[config.mk]
export PLATFORM = sky130hd
export DESIGN_NAME = seg_scan_driver
export DESIGN_NICKNAME = d
export VERILOG_FILES = /design/src/rtl/seg_scan_pkg.sv /design/src/rtl/bcd_to_seg7.sv /design/src/rtl/seg_scan_driver.sv
export SDC_FILE = /design/constraint.sdc
export NUM_CORES = 1
export LEC_CHECK = 0
export ABC_AREA = 0
export ABC_CLOCK_PERIOD_IN_PS = 7200
export CAP_MARGIN = 20
export CORE_ASPECT_RATIO = 0.7
export CORE_MARGIN = 2
export CORE_UTILIZATION = 24
export DETAILED_ROUTE_END_ITERATION = 8
export SLEW_MARGIN = 25
export SYNTH_ARGS = -nofsm -noshare
export SYNTH_HDL_FRONTEND = slang
export SYNTH_SLANG_ARGS = --single-unit
[constraint.sdc]
create_clock -name Clock -period 7.2 [get_ports Clock]
set_input_delay 2.16 -clock Clock [delete_from_list [all_inputs] [get_ports Clock]]
set_output_delay 2.16 -clock Clock [all_outputs]
set_load 0.1 [all_outputs]
[src/rtl/seg_scan_pkg.sv]
// Shared types and constants for the multiplexed seven-segment scan driver.
// Segment patterns are active-low in {g,f,e,d,c,b,a} order.
package seg_scan_pkg;

  typedef enum logic [1:0] {
    IDLE  = 2'd0,
    DEAD  = 2'd1,
    DRIVE = 2'd2,
    FAULT = 2'd3
  } state_t;

  localparam int unsigned DEAD_CYCLES_DEFAULT = 4;

  localparam logic [6:0] SEG_0     = 7'b1000000;
  localparam logic [6:0] SEG_1     = 7'b1111001;
  localparam logic [6:0] SEG_2     = 7'b0100100;
  localparam logic [6:0] SEG_3     = 7'b0110000;
  localparam logic [6:0] SEG_4     = 7'b0011001;
  localparam logic [6:0] SEG_5     = 7'b0010010;
  localparam logic [6:0] SEG_6     = 7'b0000010;
  localparam logic [6:0] SEG_7     = 7'b1111000;
  localparam logic [6:0] SEG_8     = 7'b0000000;
  localparam logic [6:0] SEG_9     = 7'b0010000;
  localparam logic [6:0] SEG_DASH  = 7'b0111111;
  localparam logic [6:0] SEG_BLANK = 7'b1111111;

  localparam logic [3:0] ANODES_OFF  = 4'b1111;
  localparam logic [3:0] PHASE_FIRST = 4'b0001;
  localparam logic [3:0] PHASE_LAST  = 4'b1000;

  function automatic logic is_onehot(input logic [3:0] v);
    return (v != 4'd0) && ((v & (v - 4'd1)) == 4'd0);
  endfunction

  // Only meaningful for a one-hot input; anything else maps to digit 0.
  function automatic logic [1:0] onehot_index(input logic [3:0] v);
    case (v)
      4'b0010: return 2'd1;
      4'b0100: return 2'd2;
      4'b1000: return 2'd3;
      default: return 2'd0;
    endcase
  endfunction

endpackage

[src/rtl/bcd_to_seg7.sv]
// Combinational BCD nibble to active-low seven-segment pattern.
// Non-decimal values 10..15 render as a centre dash.
module bcd_to_seg7
  import seg_scan_pkg::*;
(
  input  logic [3:0] bcd,
  output logic [6:0] seg
);

  always_comb begin
    case (bcd)
      4'd0:    seg = SEG_0;
      4'd1:    seg = SEG_1;
      4'd2:    seg = SEG_2;
      4'd3:    seg = SEG_3;
      4'd4:    seg = SEG_4;
      4'd5:    seg = SEG_5;
      4'd6:    seg = SEG_6;
      4'd7:    seg = SEG_7;
      4'd8:    seg = SEG_8;
      4'd9:    seg = SEG_9;
      default: seg = SEG_DASH;
    endcase
  end

endmodule

[src/rtl/seg_scan_driver.sv]
// Four-digit common-anode scan driver following a one-hot ring counter, with
// dead-time insertion, frame-synchronous data commit, blanking and fault latch.
module seg_scan_driver
  import seg_scan_pkg::*;
#(
  parameter int unsigned DEAD_CYCLES = DEAD_CYCLES_DEFAULT
) (
  input  logic        Clock,
  input  logic        Reset,
  input  logic [3:0]  Phase,
  input  logic [15:0] Digit_data,
  input  logic        Load,
  input  logic        Blank_lead,
  output logic [3:0]  Anode_n,
  output logic [6:0]  Seg_n,
  output logic        Phase_err,
  output logic        Frame_done,
  output logic        Load_ack
);

  localparam logic [7:0] DEAD_LOAD = 8'(DEAD_CYCLES - 1);

  state_t      state_q, state_d;
  logic [7:0]  cnt_q, cnt_d;
  logic [3:0]  phase_q;
  logic [15:0] staging_q, staging_d;
  logic [15:0] shadow_q, shadow_d;
  logic        pending_q, pending_d;

  logic [3:0]  anode_d;
  logic [6:0]  seg_d;
  logic        err_d;
  logic        frame_d;
  logic        ack_d;

  logic        phase_valid;
  logic        phase_change;
  logic        boundary;
  logic        commit;

  logic [1:0]  digit_sel;
  logic [3:0]  nibble;
  logic        lead_blank;
  logic [6:0]  dec_seg;
  logic [6:0]  drive_seg;

  assign phase_valid  = is_onehot(Phase);
  assign phase_change = (Phase != phase_q);
  assign boundary     = (state_q != FAULT) && (phase_q == PHASE_LAST) &&
                        (Phase == PHASE_FIRST);
  assign commit       = boundary && pending_q;

  // Digit selection follows the registered phase, which equals the live
  // phase whenever the FSM is about to enter DRIVE.
  assign digit_sel = onehot_index(phase_q);
  assign nibble    = shadow_q[{digit_sel, 2'b00} +: 4];

  always_comb begin
    case (digit_sel)
      2'd1:    lead_blank = (shadow_q[15:4] == 12'd0);
      2'd2:    lead_blank = (shadow_q[15:8] == 8'd0);
      2'd3:    lead_blank = (shadow_q[15:12] == 4'd0);
      default: lead_blank = 1'b0;
    endcase
  end

  bcd_to_seg7 u_decode (
    .bcd (nibble),
    .seg (dec_seg)
  );

  assign drive_seg = (Blank_lead && lead_blank) ? SEG_BLANK : dec_seg;

  // Scan FSM: an invalid phase wins over everything and is terminal.
  always_comb begin
    // NOTE: every combinational output gets a default before any branch so
    // no path leaves it unassigned and no latch is inferred.
    state_d = state_q;
    cnt_d   = cnt_q;
    if (!phase_valid) begin
      state_d = FAULT;
    end else begin
      case (state_q)
        IDLE: begin
          state_d = DEAD;
          cnt_d   = DEAD_LOAD;
        end
        DEAD: begin
          if (phase_change) begin
            cnt_d = DEAD_LOAD;
          end else if (cnt_q == 8'd0) begin
            state_d = DRIVE;
          end else begin
            cnt_d = cnt_q - 8'd1;
          end
        end
        DRIVE: begin
          if (phase_change) begin
            state_d = DEAD;
            cnt_d   = DEAD_LOAD;
          end
        end
        default: state_d = FAULT;
      endcase
    end
  end

  // Outputs are computed from the next state and registered; segments are
  // latched on DRIVE entry so they cannot move while an anode is lit.
  always_comb begin
    anode_d = ANODES_OFF;
    seg_d   = SEG_BLANK;
    if (state_d == DRIVE) begin
      anode_d = ~phase_q;
      seg_d   = (state_q == DRIVE) ? Seg_n : drive_seg;
    end
    err_d   = (state_d == FAULT);
    frame_d = boundary;
    ack_d   = commit;
  end

  // Staging takes the newest Load; shadow only moves at a frame wrap.
  always_comb begin
    staging_d = Load ? Digit_data : staging_q;
    shadow_d  = commit ? staging_q : shadow_q;
    pending_d = commit ? Load : (pending_q | Load);
  end

  // NOTE: sequential state uses non-blocking assignments so every register
  // samples pre-edge values regardless of statement order.
  always_ff @(posedge Clock) begin
    if (!Reset) begin
      state_q    <= IDLE;
      cnt_q      <= 8'd0;
      phase_q    <= 4'b0000;
      // NOTE: the data registers are reset too, so a fresh display never
      // shows stale digits from before the reset.
      staging_q  <= 16'd0;
      shadow_q   <= 16'd0;
      pending_q  <= 1'b0;
      Anode_n    <= ANODES_OFF;
      Seg_n      <= SEG_BLANK;
      Phase_err  <= 1'b0;
      Frame_done <= 1'b0;
      Load_ack   <= 1'b0;
    end else begin
      state_q    <= state_d;
      cnt_q      <= cnt_d;
      phase_q    <= Phase;
      staging_q  <= staging_d;
      shadow_q   <= shadow_d;
      pending_q  <= pending_d;
      Anode_n    <= anode_d;
      Seg_n      <= seg_d;
      Phase_err  <= err_d;
      Frame_done <= frame_d;
      Load_ack   <= ack_d;
    end
  end

endmodule

==> metrics.txt <==
status=complete, no violations; clock sinks=61; Hold Path Stages=2; Final Cycle Share=55.1%; Die H=94.1 µm; FF+latch area=1220 µm²; area of the multi-input gates=1440 µm²; sequential element share of the synthesized area=43.9%; Tot GR Track Use=10.9%; met3 GRT Util=5.18%; synthesis-stage register bit count=61; CTS H-tree depth=3; WL/cell=12.5 µm; routed vias=2208; Leak=1.40 nW; first-pass GRT wire length=10600 µm; vias in the first global route=2142; ANT cells=0; Cell variety after synth=44; most common cell in the netlist=dfxtp_1; CP Cell Sequence=clkdlybuf4s50_1; reg2reg end=Seg_n[5]; synth-to-layout area growth=30.4%; yosys warns=0; relative slew slack=34.3%; MaxCap Viol Count=0; WHS Endpoint=shadow_q[4]; Remaining Overflow, GRT=0; CP top delay family=buffers and inverters; Main synth FF type=dfxtp_1; M2 GR Usage=15.3%; Final Hold Fails=0; post-synth top area cell=dfxtp_1; drt first pass iters=4; width of the die=133 µm; synth top area cells=dfxtp_1 44%, mux2i_1 6.8%, nand2_1 5.8%; global route hottest layer=met2; Starting Density=24.9%; Yosys top cell area share=43.9%; worst-skew pair later-pin latency=0.33 ns; R2R Setup Slk=4.06 ns; Critical Path Max Stage Delay=1.14 ns; reg2reg start=phase_q[3]; post-CTS setup buffer count=0; setup violators final=0; worst slew pin tran=0.983 ns; fraction of layout cells with a size suffix above 1=8.05%; I/O pin cnt=38; worst path bufs/invs=1; CP max FO=2; Final Max Tran Viols=0; RSZ-0062 raised after global routing=false; clock buffer depth=2; CTS resizes=0; hold buffers post-CTS=0; initial antenna violation count=0; Post-Synthesis Cells=310; Reg clk slew, reported paths=0.05 ns; CTS buffer count=9; CTS tree=yes; Nets=373; setup ws final=3.24 ns; Critical Path RT=5.04 ns; pre-CTS setup slack=2.92 ns; Post-DP HPWL=4580 µm; via/cell ratio=4.41; setup TNS=0 ns; antenna viol nets, final=0; syn nets=340; RePlAce Congestion=0.843; largest net degree at the start of global routing=47; mapped cell area=2780 µm²; FP Rows=32; met1 global-route usage=14.5%; crit path max-delay cell type=clkdlybuf4s50_1; # fillers=1137; P per Cell Area=257 nW/µm²; initial DRC count=171; Core Box Area=11200 µm²; Post-synth EDFFs=0; die area=12500 µm²; mean post-synth cell area=8.98 µm²; Min Clock Period, post-route=3.96 ns; # DRC=0; Max Clk Rate=0.252 GHz; asr flop ratio synth=0%; hold_sp=staging_q[4]; root buf cell=clkbuf_16; endpoint class of the critical path=output pin; Hold Path Class=register to register; CP Launch Type=register; Clock Skew=0.00731 ns; r2r worst-path depth=8; count of input and output buffers=37; peak supply drop=116 µV; Worst Path Class, Setup=register to output pin; WL final=6270 µm; Synth top cells by count=61 x dfxtp_1, 43 x nand2_1, 22 x nor2b_1; CP arrival=1.80 ns
sequential cells by signal (all words and copies together), names as in the netlist:
name and count:
state_q 2, phase_q 4, shadow_q 16, Seg_n 7
pending_q 1, Frame_done 1, Phase_err 1, cnt_q 8
Load_ack 1, Anode_n 4, staging_q 16
worst min-delay path, cell delays in order (launching register included):
cell	delay, ns
dfxtp_1	0.30
nand2_1	0.05
a21boi_0	0.06
routing by layer:
layer	wire length [µm]	vias to the layer above
li1	-	1136
met3	406	11
met1	3230	1017
met5	0	-
met4	80	0
met2	2560	44
layout by cell type, fill, tap and decap left out, types with 3 or more instances in the layout:
master,count
a211oi_1,4
a21boi_0,17
a21oi_1,8
a222oi_1,4
and2_1,9
bufinv_16,3
clkbuf_16,9
clkdlybuf4s50_1,36
dfxtp_1,61
ha_1,6
inv_1,11
mux2i_1,19
nand2_1,43
nand2b_1,4
nand3_1,6
nand3b_1,3
nor2_1,19
nor2b_1,22
nor3_1,4
nor4_1,3
o21ai_0,13
xor2_1,6
how the worst max path moves through the flow:
stage                     endpoint      from  slack (ns)  depth (start not counted)
after detailed placement  Seg_n[6]  Phase[3]        2.92                          6
final                     Seg_n[1]  Seg_n[1]        3.24                          1
after CTS                 Seg_n[1]  Seg_n[1]        3.20                          1
after global placement    cnt_q[5]  Phase[3]        2.98                          7
after floorplan           Seg_n[0]  Phase[3]        3.53                          7
after global routing      cnt_q[2]  Phase[3]        3.01                          7
stage by stage:
stage	hold WS [ns]	total power, W	area, µm²	instances	utilization (%)
finish	0.464	0.000932	3630	501	32.5
detailed placement	0.463	0.000442	3280	484	29.4
global placement	0.460	0.000440	3280	484	29.4
CTS	0.471	0.000943	3630	500	32.5
global route	0.488	0.000969	3630	501	32.5
floorplan	0.440	0.000416	2780	310	-
logic make-up (layout without fill, tap and decap cells):
family / Yosys count / count (layout) / share of synthesized area (%)
flops: 61 / 61 / 43.9
xor+xnor: 7 / 7 / 2.20
simple gates: 124 / 124 / 23.2
fa+ha+maj: 6 / 6 / 2.70
buf+inv: 29 / 67 / 4.31
mux: 20 / 20 / 7.24
compound gates: 63 / 63 / 16.5
where the power goes:
part	switching (W)	total, W	leakage, nW	internal [W]
logic	0.0000386	0.0000749	0.738	0.0000363
clock network	0.000151	0.000497	0.165	0.000346
registers	0.0000107	0.000359	0.498	0.000349
cell type report:
type / count / share of cell area (%)
Multi-Input combinational cell: 220 / 39.7
Sequential cell: 61 / 33.6
Timing Repair Buffer: 40 / 10.6
Clock buffer: 10 / 6.58
Tap cell: 153 / 5.27
Clock inverter: 6 / 3.03
Inverter: 11 / 1.14
Note: power is estimated with default switching activity, not from simulation.
